$ cat src/rtl/muldiv_unit.sv
// Iterative multiply/divide unit with architectural HI/LO registers and pipeline stall.
// Optional MULDIV_FAST_MUL_EN: single-cycle combinational multiply, divide stays iterative.
module muldiv_unit #(
    parameter int WIDTH = 32
) (
    input  logic             clk,
    input  logic             rst,
    input  logic             valid,
    input  logic [5:0]       op,
    input  logic [WIDTH-1:0] reg1,
    input  logic [WIDTH-1:0] reg2,
    input  logic             flush,
    output logic [WIDTH-1:0] result,
    output logic             busy,
    output logic             done,
    output logic             stall,
    output logic [WIDTH-1:0] hi,
    output logic [WIDTH-1:0] lo
);
    // state | meaning
    // S_IDLE | waiting; mt/mf access to HI/LO, accepts new mult/div
    // S_RUN  | one radix-2 shift-add / shift-subtract step per cycle
    // S_FIX  | apply signs, write HI/LO, raise done next cycle

    localparam int CNT_W = $clog2(WIDTH) + 1;

    localparam logic [5:0] OP_MFHI  = 6'b010000;
    localparam logic [5:0] OP_MTHI  = 6'b010001;
    localparam logic [5:0] OP_MFLO  = 6'b010010;
    localparam logic [5:0] OP_MTLO  = 6'b010011;
    localparam logic [5:0] OP_MULT  = 6'b011000;
    localparam logic [5:0] OP_MULTU = 6'b011001;
    localparam logic [5:0] OP_DIV   = 6'b011010;
    localparam logic [5:0] OP_DIVU  = 6'b011011;

    typedef enum logic [1:0] {
        S_IDLE,
        S_RUN,
        S_FIX
    } state_t;

    state_t state_q, state_d;

    logic [2*WIDTH-1:0] acc_q;
    logic [WIDTH-1:0]   mag_b_q;
    logic [CNT_W-1:0]   cnt_q;
    logic               is_div_q;
    logic               neg_res_q;
    logic               neg_rem_q;
    logic               div_zero_q;
    logic               done_q;
    logic [WIDTH-1:0]   hi_q;
    logic [WIDTH-1:0]   lo_q;

    logic               op_mul;
    logic               op_div;
    logic               op_signed;
    logic               op_listed;
    logic               accept;
    logic               a_neg;
    logic               b_neg;
    logic [WIDTH-1:0]   mag_a;
    logic [WIDTH-1:0]   mag_b;

    assign op_mul    = (op == OP_MULT) || (op == OP_MULTU);
    assign op_div    = (op == OP_DIV)  || (op == OP_DIVU);
    assign op_signed = (op == OP_MULT) || (op == OP_DIV);
    assign op_listed = op_mul || op_div || (op == OP_MFHI) || (op == OP_MTHI)
                       || (op == OP_MFLO) || (op == OP_MTLO);

    assign accept = valid && (op_mul || op_div) && !flush && (state_q == S_IDLE);

    assign a_neg = op_signed && reg1[WIDTH-1];
    assign b_neg = op_signed && reg2[WIDTH-1];
    assign mag_a = a_neg ? -reg1 : reg1;
    assign mag_b = b_neg ? -reg2 : reg2;

    // Multiply step: conditional add into the upper half, then shift right with carry.
    logic [WIDTH:0]     mul_sum;
    logic [2*WIDTH-1:0] mul_next;
    assign mul_sum  = {1'b0, acc_q[2*WIDTH-1:WIDTH]} + (acc_q[0] ? {1'b0, mag_b_q} : '0);
    assign mul_next = {mul_sum, acc_q[WIDTH-1:1]};

    // Restoring divide step: partial remainder in the upper half, quotient shifts into the lower.
    logic [WIDTH:0]     rem_sh;
    logic [WIDTH:0]     div_diff;
    logic [2*WIDTH-1:0] div_next;
    assign rem_sh   = acc_q[2*WIDTH-1:WIDTH-1];
    assign div_diff = rem_sh - {1'b0, mag_b_q};
    assign div_next = div_diff[WIDTH] ? {rem_sh[WIDTH-1:0], acc_q[WIDTH-2:0], 1'b0}
                                      : {div_diff[WIDTH-1:0], acc_q[WIDTH-2:0], 1'b1};

    logic [2*WIDTH-1:0] prod_fix;
    logic [WIDTH-1:0]   quo_fix;
    logic [WIDTH-1:0]   rem_fix;
    assign prod_fix = neg_res_q ? -acc_q : acc_q;
    // Divide by zero leaves the magnitude dividend as remainder; quotient is forced to all ones.
    assign quo_fix  = div_zero_q ? '1 : (neg_res_q ? -acc_q[WIDTH-1:0] : acc_q[WIDTH-1:0]);
    assign rem_fix  = neg_rem_q ? -acc_q[2*WIDTH-1:WIDTH] : acc_q[2*WIDTH-1:WIDTH];

`ifdef MULDIV_FAST_MUL_EN
    logic [2*WIDTH-1:0] fast_prod;
    assign fast_prod = (2*WIDTH)'(mag_a) * (2*WIDTH)'(mag_b);
`endif

    always_comb begin
        state_d = state_q;
        case (state_q)
            S_IDLE: begin
                if (accept) begin
`ifdef MULDIV_FAST_MUL_EN
                    state_d = op_mul ? S_FIX : S_RUN;
`else
                    state_d = S_RUN;
`endif
                end
            end
            S_RUN: begin
                if (flush) begin
                    state_d = S_IDLE;
                end else if (cnt_q == CNT_W'(1)) begin
                    state_d = S_FIX;
                end
            end
            S_FIX:   state_d = S_IDLE;
            default: state_d = S_IDLE;
        endcase
    end

    always_ff @(posedge clk or posedge rst) begin
        if (rst) begin
            state_q <= S_IDLE;
        end else begin
            state_q <= state_d;
        end
    end

    always_ff @(posedge clk or posedge rst) begin
        if (rst) begin
            acc_q      <= '0;
            mag_b_q    <= '0;
            cnt_q      <= '0;
            is_div_q   <= 1'b0;
            neg_res_q  <= 1'b0;
            neg_rem_q  <= 1'b0;
            div_zero_q <= 1'b0;
            done_q     <= 1'b0;
            hi_q       <= '0;
            lo_q       <= '0;
        end else begin
            done_q <= 1'b0;
            case (state_q)
                S_IDLE: begin
                    if (accept) begin
                        acc_q      <= {{WIDTH{1'b0}}, mag_a};
                        mag_b_q    <= mag_b;
                        cnt_q      <= CNT_W'(WIDTH);
                        is_div_q   <= op_div;
                        neg_res_q  <= a_neg ^ b_neg;
                        neg_rem_q  <= a_neg;
                        div_zero_q <= op_div && (reg2 == '0);
`ifdef MULDIV_FAST_MUL_EN
                        if (op_mul) begin
                            acc_q <= fast_prod;
                        end
`endif
                    end else if (valid && !flush) begin
                        if (op == OP_MTHI) begin
                            hi_q <= reg1;
                        end
                        if (op == OP_MTLO) begin
                            lo_q <= reg1;
                        end
                    end
                end
                S_RUN: begin
                    if (!flush) begin
                        acc_q <= is_div_q ? div_next : mul_next;
                        cnt_q <= cnt_q - CNT_W'(1);
                    end
                end
                S_FIX: begin
                    if (!flush) begin
                        if (is_div_q) begin
                            hi_q <= rem_fix;
                            lo_q <= quo_fix;
                        end else begin
                            hi_q <= prod_fix[2*WIDTH-1:WIDTH];
                            lo_q <= prod_fix[WIDTH-1:0];
                        end
                        done_q <= 1'b1;
                    end
                end
                default: ;
            endcase
        end
    end

    always_comb begin
        result = '0;
        if (valid && (state_q == S_IDLE)) begin
            if (op == OP_MFHI) begin
                result = hi_q;
            end else if (op == OP_MFLO) begin
                result = lo_q;
            end
        end
    end

    assign busy  = (state_q != S_IDLE);
    assign done  = done_q;
    assign stall = valid && op_listed && (state_q != S_IDLE);
    assign hi    = hi_q;
    assign lo    = lo_q;

endmodule
$ cat config.mk
export PLATFORM = sky130hd
export DESIGN_NAME = muldiv_unit
export DESIGN_NICKNAME = d
export VERILOG_FILES = /design/src/rtl/muldiv_unit.sv
export SDC_FILE = /design/constraint.sdc
export NUM_CORES = 1
export LEC_CHECK = 0
export BUFFER_PORTS_ARGS = -buffer_cell sky130_fd_sc_hd__buf_4
export CORE_ASPECT_RATIO = 1.4
export CORE_MARGIN = 1
export CORE_UTILIZATION = 40
export DETAILED_ROUTE_END_ITERATION = 8
export HOLD_SLACK_MARGIN = 0.02
export PLACE_DENSITY = 0.58
export SETUP_SLACK_MARGIN = 0.5
export SYNTH_ARGS = -nofsm -noshare
export SYNTH_HDL_FRONTEND = slang
export SYNTH_SLANG_ARGS = --single-unit
$ cat constraint.sdc
create_clock -name clk -period 14.8 [get_ports clk]
set_input_delay 1.48 -clock clk [delete_from_list [all_inputs] [get_ports clk]]
set_output_delay 1.48 -clock clk [all_outputs]
set_load 0.005 [all_outputs]
==> impl_metrics.yaml, run 1 <==
placement:
  dp_slack_ns: 9.93
  globalplace.congestion: 0.940
  dpl.hpwl_um: 39900
  port-buffer-count: 172
  placed_area_um2: 16500
power:
  p_per_area_nw_per_um2: 137
  total_leakage_power_nw: 7.72
  peakVddDrop_mv: 0.0765
floorplanning:
  die_area_um2: 37800
  die_y_um: 230
  initial_core_util_pct: 40.5
  die_w_um: 165
  coreArea_um2: 36600
  ios: 173
  floorplan.rows: 83
setup_path:
  crit_required_ns: 13.32
  crit_type: "input port to output port"
  crit_arrival_ns: 3.39
  rr_startpoint: "acc_q[0]"
  startpoint_type: "input port"
  crit_fanout: 32
  cp-startpoint: "op[2]"
  end_kind: "output port"
detailed_routing:
  via_per_inst: 5.83
  avgRoutedWirePerCell_um: 20.6
  antenna_left: 0
  drc: 0
  detailroute.via_count: 14421
  wirelength_um: 50900
  drt-initial-drc-count: 890
  first_pass_iters: 6
finish:
  fin_util_pct: 46.7
  area_growth_pct: 15.3
  layout-drive-gt1-share_pct: 12.9
  finalNetCount: 2139
  final_cell_area_um2: 17100
  n_antenna_cell: 0
  fillers: 3708
sta:
  slew_violations: 0
  fmax_ghz: 0.205
  worst_slack_ns: 9.93
  skew_ns: 0.0102
  fin_setup_tns_ns: 0
  period_needed_ns: 4.87
  worstMarginPinSlew_ns: 1.05
  rsz0062_at_grt: "false"
  worst_hold_slack_ns: 0.478
  fin_crit_sh_pct: 32.9
  max_slew_margin_pct: 29.1
  setup_viol: 0
  hold_viol_final: 0
yosys:
  ys.flop_type: "dfrtp_1"
  synth-seq-area-share_pct: 29.2
  yosysMostFrequentCell: "nand2_1"
  yosys.area.top_type: "dfrtp_1"
  yosysWarnings: 0
  synth-edff-count: 0
  netlist_area_um2: 14800
  synth_nets: 2041
  synth_cell_types: 74
  yosys-top-cells-area: "dfrtp_1 (29%), xnor2_1 (6.4%), ha_1 (5.9%)"
  synth_commonest_cells: "nand2_1 (224), nor2_1 (178), dfrtp_1 (173)"
  syn-instance-count: 1895
  ys_seq_elements: 173
  yosys.area.top_type_share_pct: 29.2
  syn_area_per_cell_um2: 7.82
  async_flop_share_pct: 100
worst_hold_path:
  hp-class: "register to register"
  min-delay-start: "mag_b_q[12]"
clock_tree:
  cts_buffer_depth: 2
  cts_root_buffer: "clkbuf_16"
  clock_latency_ns: 0.47
  ctsHoldBuffers: 0
  ctsResizeCount: 0
  numCtsBuffers: 17
  cts.sinks: 173
  cts_tree: "built"
  htree_levels: 4
  clk_pin_slew_ns: 0.07
  cts_setup_buffers: 0
global_routing:
  grt_antenna_before_repair: 0
  grt_use_met1_pct: 30.1
  grt_pass1_vias: 13544
  top_usage_layer: "met2"
  gr-usage-met2_pct: 48.0
  grt_pass1_wl_um: 77900
  grt_overflow: 0
  grt_util_met3_pct: 3.72
  grt_max_degree: 74
  track_usage_pct: 26.9
flow_run:
  drv_cap: 0
run_status:
  status: "completed"
cells by family (layout without fill, tap and decap cells):
kind of cell | Yosys count | after routing | synth area share, %
and+or+nand+nor | 624 | 624 | 19.6
AOI/OAI and AO/OA | 577 | 577 | 23.7
buffers and inverters | 184 | 295 | 4.74
xor gates and xnor gates | 175 | 175 | 10.4
DFF | 173 | 173 | 29.2
muxes | 90 | 90 | 6.11
adders and majority gates | 72 | 72 | 6.18
placed cells by master, fill, tap and decap left out, types with 25 or more instances in the layout:
master and count:
xnor2_1 108, a21o_1 36, o31ai_1 25, nand2_1 224, ha_1 70, mux2i_1 87, dfrtp_1 172, xor2_1 66
o21ai_1 55, inv_1 67, buf_4 194, nor2_1 177, a21oi_1 120, nor3_1 40, nand3_1 41, o22ai_1 28
o21ai_0 169
critical path: stages:
cell	delay (ns)
buf_4	0.11
nor3b_1	0.23
nand2_1	0.16
or4_1	0.97
nor2_1	0.28
buf_4	0.14
through the flow:
| step | power, mW | std cells |
|---|---|---|
| final | 2.34 | 2473 |
| after global routing | 2.49 | 2473 |
| after CTS | 2.34 | 2473 |
| after detailed placement | 1.85 | 2441 |
| after global placement | 1.84 | 2441 |
| after floorplan | 1.51 | 1895 |
report_power, final:
part / internal, mW / total, mW / leakage (nW) / switching, mW
Sequential: 0.563 / 0.723 / 2.28 / 0.160
Clock: 0.245 / 0.484 / 0.304 / 0.238
Combinational: 0.473 / 1.13 / 5.13 / 0.660
Total: 1.28 / 2.34 / 7.72 / 1.06
worst paths after layout:
kind	to	slack, ns	cells past startpoint
max in group asynchronous	is_div_q	11.69	4
min reg2reg	mag_b_q[12]	0.48	2
max	result[22]	9.93	6
max reg2reg	hi[9]	10.64	9
min in group asynchronous	acc_q[5]	1.08	2
min	mag_b_q[12]	0.48	2
registers in the layout, summed over array words and instances, names as in the netlist:
register / cells
acc_q: 64
hi: 32
lo: 32
mag_b_q: 32
cnt_q: 6
state_q: 2
div_zero_q: 1
done: 1
is_div_q: 1
neg_rem_q: 1
neg_res_q: 1
metal layers:
metal	share of wire, %	wire, µm
met5	0	0
met4	5.6	2870
met3	5.3	2670
met2	50	25600
met1	39	19700
final cells by class:
| cell class | count | area, µm² | share of cell area, % |
|---|---|---|---|
| clock buffers | 17 | 425 | 2.49 |
| clock inverters | 15 | 193 | 1.13 |
| inverters | 69 | 264 | 1.55 |
| multi-input cells | 1538 | 9820 | 57.5 |
| flip-flops and latches | 173 | 4330 | 25.4 |
| well taps | 467 | 584 | 3.42 |
| repair buffers | 194 | 1460 | 8.53 |
Note: power is estimated with default switching activity, not from simulation.
==> run 2: changes to the inputs <==
Settings changed: ABC_AREA set to 1.
Clock period 14.8 ns to 4.9 ns, I/O delays scaled along.
==> run 2 against run 1 <==
Sequential power increased to 3.4 times the previous value; global-route usage increased by 11 points; largest power group unchanged; first-iteration DRC count increased by 110%; largest cell class unchanged.
==> impl_metrics.yaml, run 2 <==
power:
  total_leakage_power_nw: 10.5
  p_per_area_nw_per_um2: 451
  peakVddDrop_mv: 0.276
finish:
  area_growth_pct: 13.3
  regMostFlops: "acc_q"
  final_common_cell: "nand2_1"
  final_cell_mix: "nand2_1 (936), inv_1 (421), nor2_1 (414)"
  fillers: 4874
  layout-drive-gt1-share_pct: 9.73
  largest_reg_flops: 64
  finalNetCount: 3382
yosys:
  synth-simple-area-share_pct: 41.0
  yosys.area.top_type_share_pct: 24.0
  yosys.area.top_type: "dfrtp_1"
  syn-instance-count: 3117
  synth_cell_types: 50
  syn_area_per_cell_um2: 5.78
  async_flop_share_pct: 100
  synthMuxAreaShare_pct: 0
  ys.flop_type: "dfrtp_1"
  synth-edff-count: 0
  ys_seq_elements: 173
  synth_nets: 3263
  netlist_area_um2: 18000
  synth_top_family_by_area: "simple AND/OR/NAND/NOR gates"
  synth-xor-area-share_pct: 3.02
  yosysWarnings: 0
  yosys-top-cells-area: "dfrtp_1 (24%), nand2_1 (20%), inv_1 (8.8%)"
  synth-compound-area-share_pct: 15.2
  synth-seq-area-share_pct: 24.0
  synthAdderAreaFrac_pct: 5.09
  synth_commonest_cells: "nand2_1 (936), inv_1 (422), nor2_1 (414)"
  yosysMostFrequentCell: "nand2_1"
global_routing:
  grt_antenna_before_repair: 1
  grt_pass1_vias: 20541
  grt_max_degree: 81
  track_usage_pct: 38.3
  grt_overflow: 0
  grt_pass1_wl_um: 128000
clock_tree:
  htree_levels: 4
  cts_root_buffer: "clkbuf_16"
  cts_tree: "built"
  cts_buffer_depth: 2
  ctsHoldBuffers: 0
  clock_latency_ns: 0.49
  cts_setup_buffers: 0
  ctsResizeCount: 0
  numCtsBuffers: 17
  cts.sinks: 173
  clk_pin_slew_ns: 0.08
setup_path:
  crit_type: "register to register"
  crit_top_cell: "nand2_2"
  cp_slowest_cell: "nor2_1"
  crit_arrival_ns: 3.76
  rr_startpoint: "acc_q[31]"
  critPathBufInv: 2
  cp_cell_sequence: "inv_1 > ha_1 > fa_1 > inv_1 > nand2_1 > nand2_1 > nand3_1 > nand2_2 > nand2_2 > nand2_2 > nand2_2 > nand3_1 > nand2_2 > nor2_1 > nand2_1 > nand3_1 > o21ai_0"
  crit_required_ns: 5.22
  cp-startpoint: "acc_q[31]"
  crit_path_max_incr_delay_ns: 0.47
  crit_fanout: 31
  end_kind: "register"
  cp_top_family: "simple AND/OR/NAND/NOR gates"
  startpoint_type: "register"
placement:
  port-buffer-count: 172
  globalplace.congestion: 1.08
  dp_slack_ns: 1.53
  dpl.hpwl_um: 70300
detailed_routing:
  antenna_left: 0
  via_per_inst: 5.58
  avgRoutedWirePerCell_um: 23.0
  dr_wl_met2_um: 43500
  drt-met1-wl_um: 29600
  drc: 0
  dr_wl_met3_um: 4550
  first_pass_iters: 7
  wirelength_um: 87500
  detailroute.via_count: 21244
  dr.max_layer_used: "met4"
  drt-initial-drc-count: 1825
sta:
  slew_violations: 0
  fin_crit_sh_pct: 70.1
  worst_slack_ns: 1.47
  fin_setup_tns_ns: 0
  setup_viol: 0
  max_slew_margin_pct: 10.2
  rsz0062_at_grt: "false"
  fmax_ghz: 0.291
  skew_ns: 0.0223
  worstMarginPinSlew_ns: 1.33
  period_needed_ns: 3.43
  hold_viol_final: 0
flow_run:
  drv_cap: 0
floorplanning:
  die_y_um: 253
  die_w_um: 181
  initial_core_util_pct: 40.7
  die_area_um2: 45900
  ios: 173
  floorplan.rows: 91
  coreArea_um2: 44300
run_status:
  status: "completed"
worst_hold_path:
  hp-class: "input port to async pin"
[run 2: cell types whose count changed in the layout (fill, tap and decap cells not counted), moves of 23 or more]
cell,previous run,this run
nand2_1,224,936
nor2_1,177,414
a21oi_1,120,195
nand3_1,41,265
a21o_1,36,4
o22ai_1,28,3
o21ai_1,55,20
inv_1,67,421
xor2_1,66,38
mux2i_1,87,0
xnor2_1,108,24
nand2b_1,23,0
[run 2: kinds of logic (layout without fill, tap and decap cells)]
kind of cell	count (synthesis)	count (layout)
compound gates	502	502
xor+xnor	62	62
fa+ha+maj	72	72
buf+inv	539	671
flops	173	173
other cells	0	1
simple gates	1769	1769
[run 2: layout make-up]
cell class	count	area, µm²	area share, %
clock buffers	17	425	2.08
repair buffers	201	1530	7.52
flip-flops and latches	173	4330	21.2
inverters	438	1650	8.07
multi-input cells	2405	11600	56.8
clock inverters	15	173	0.846
well taps	558	698	3.42
diodes	1	2.50	0.0123
[run 2: report_power, final]
| group | leakage [nW] | internal (mW) | switching, mW | total (mW) |
|---|---|---|---|---|
| sequential | 2.11 | 1.78 | 0.677 | 2.46 |
| clock | 0.292 | 0.687 | 0.754 | 1.44 |
| combinational | 8.11 | 1.71 | 3.59 | 5.31 |
[run 2: worst reg2reg max path: cells and delay by family, from the launching register on]
kind | cells | cell delay [ns]
DFF | 1 | 0.41
AOI/OAI and AO/OA | 1 | 0.07
buffers and inverters | 2 | 0.26
and+or+nand+nor | 12 | 1.85
adders and majority gates | 2 | 0.69
[run 2: worst paths after layout]
path	endpoint	slack, ns	cells past startpoint
worst max register to register	acc_q[39]	1.47	17
min in group clk	done	0.21	2
worst min-delay path	hi[1]	0.06	2
max in group asynchronous	mag_b_q[25]	3.88	3
worst min register to register	cnt_q[3]	0.47	1
worst max-delay path	acc_q[39]	1.47	17
[run 2: through the flow]
step           cells  area (µm²)  hold WS [ns]  utilization [%]  total power, mW
5_1_grt         3807       20400        0.0744             46.1             9.87
4_1_cts         3807       20400        0.0452             46.1             9.13
6_report        3808       20400        0.0587             46.1             9.21
3_5_place_dp    3775       19800         0.457             44.7             7.67
2_1_floorplan   3117       18000         0.434                -             5.66
3_3_place_gp    3775       19800         0.460             44.7             7.65
[run 2: layer usage]
metal / track usage (%) / up-vias
met1: 37.1 / 9869
met2: 68.7 / 868
met5: 0 / -
met4: 37.3 / 0
li1: - / 10175
met3: 6.07 / 332
==> run 3: changes to the inputs <==
Settings changed: ABC_AREA 1 to 0.
Clock period 4.9 ns to 3.4 ns, I/O delays scaled along.
==> run 3 against run 2 <==
Count of clock-buffer cells in the layout rose by 1; design area fell by 2.6%; sequential cell count did not move; critical path type unchanged.
==> impl_metrics.yaml, run 3 (synthesis results as in run 1) <==
sta:
  slew_violations: 0
  rsz0062_at_grt: "true"
  max_slew_margin_pct: 14.6
  period_needed_ns: 3.21
  fin_setup_tns_ns: 0
  skew_ns: 0.0103
  fin_crit_sh_pct: 94.3
  setup_viol: 0
  worstMarginPinSlew_ns: 1.28
  hold_viol_final: 0
  fmax_ghz: 0.312
detailed_routing:
  drc: 0
  dr_wl_met3_um: 3560
  wirelength_um: 59500
  drt-met1-wl_um: 21800
  avgRoutedWirePerCell_um: 22.7
  dr_wl_met2_um: 29900
  drt-initial-drc-count: 997
  via_per_inst: 5.98
  first_pass_iters: 5
  dr.max_layer_used: "met4"
  antenna_left: 0
  detailroute.via_count: 15704
finish:
  area_growth_pct: 34.2
  final_cell_mix: "buf_4 (312), nand2_1 (221), dfrtp_1 (163)"
  regMostFlops: "acc_q"
  finalNetCount: 2292
  final_common_cell: "buf_4"
  layout-drive-gt1-share_pct: 27.8
  n_antenna_cell: 0
  fillers: 3423
  largest_reg_flops: 64
floorplanning:
  die_y_um: 230
  die_area_um2: 37800
  ios: 173
  initial_core_util_pct: 40.5
  floorplan.rows: 83
  coreArea_um2: 36600
  die_w_um: 165
global_routing:
  grt_max_degree: 130
  grt_pass1_vias: 15369
  track_usage_pct: 31.3
  grt_overflow: 0
  grt_antenna_before_repair: 0
  grt_pass1_wl_um: 89300
power:
  p_per_area_nw_per_um2: 630
  power_mw: 12.5
  peakVddDrop_mv: 0.409
  total_leakage_power_nw: 8.80
setup_path:
  crit_arrival_ns: 3.52
  reg2reg_depth: 18
  end_kind: "register"
  rr_startpoint: "acc_q[0]"
  startpoint_type: "register"
  crit_required_ns: 3.71
  crit_fanout: 7
  rrSetupSlack_ns: 0.19
  r2r_end: "acc_q[55]"
  crit_type: "register to register"
placement:
  port-buffer-count: 172
  globalplace.congestion: 0.949
  dpl.hpwl_um: 43000
clock_tree:
  numCtsBuffers: 17
  cts_buffer_depth: 2
  htree_levels: 4
  clk_pin_slew_ns: 0.07
  cts_tree: "built"
  cts.sinks: 173
  clock_latency_ns: 0.47
  cts_root_buffer: "clkbuf_16"
  ctsHoldBuffers: 0
flow_run:
  drv_cap: 0
run_status:
  status: "completed"
worst_hold_path:
  hp-class: "input port to async pin"
## run 3: worst max-delay path, cell delays in order (launching register included)
cell and delay (ns):
dfrtp_1 0.39, inv_4 0.08, buf_12 0.13, buf_16 0.14
nor2_4 0.11, ha_4 0.22, buf_6 0.11, o211ai_1 0.27
a21oi_4 0.06, a21o_1 0.22, buf_6 0.13, buf_6 0.10
buf_6 0.12, a211oi_4 0.31, o21ai_2 0.11, a31oi_2 0.23
xnor2_1 0.10, a22oi_1 0.13, o21ai_1 0.09
## run 3: area by class of cell
class / count / area [µm²] / area share (%)
Multi-Input combinational cell: 1538 / 11200 / 56.1
Sequential cell: 173 / 4340 / 21.8
Timing Repair Buffer: 347 / 2900 / 14.6
Tap cell: 467 / 584 / 2.94
Clock buffer: 18 / 429 / 2.16
Inverter: 69 / 265 / 1.33
Clock inverter: 14 / 198 / 0.995
## run 3: layer usage
| metal | vias to the layer above | GRT usage (%) |
|---|---|---|
| li1 | 7268 | - |
| met3 | 228 | 4.40 |
| met5 | - | 0 |
| met4 | 0 | 21.2 |
| met2 | 734 | 55.1 |
| met1 | 7474 | 34.3 |
## run 3: worst max-delay path by stage
| stage | slack, ns | end | start |
|---|---|---|---|
| 2_1_floorplan | 0.50 | acc_q[62] | acc_q[31] |
| 3_3_place_gp | 0.1 | hi[18] | acc_q[1] |
| 3_5_place_dp | 0.007 | hi[18] | acc_q[1] |
| 4_1_cts | 0.19 | acc_q[62] | acc_q[0] |
| 5_1_grt | 0.09 | acc_q[55] | acc_q[0] |
| 6_report | 0.19 | acc_q[55] | acc_q[0] |
## run 3: repair_timing
item	4_1_cts	5_1_grt
pin swaps	81	90
setup endpoints to repair	64	72
gates cloned	5	0
buffers inserted	47	27
resized for setup	151	126
## run 3: through the flow
step	std cells	hold slack [ns]	area, µm²	setup slack, ns	utilization, %
3_5_place_dp	2515	0.472	17100	0.00723	46.9
6_report	2626	0.0471	19900	0.194	54.4
4_1_cts	2599	0.0936	19000	0.186	52.1
5_1_grt	2626	0.131	19900	0.0851	54.4
2_1_floorplan	1895	0.450	14900	0.500	-
3_3_place_gp	2515	0.462	17100	0.0961	46.9
## run 3: where the power goes
part / internal (mW) / switching, mW
combinational: 3.35 / 3.91
sequential: 2.46 / 0.621
clock: 1.19 / 1.00
total: 6.99 / 5.53
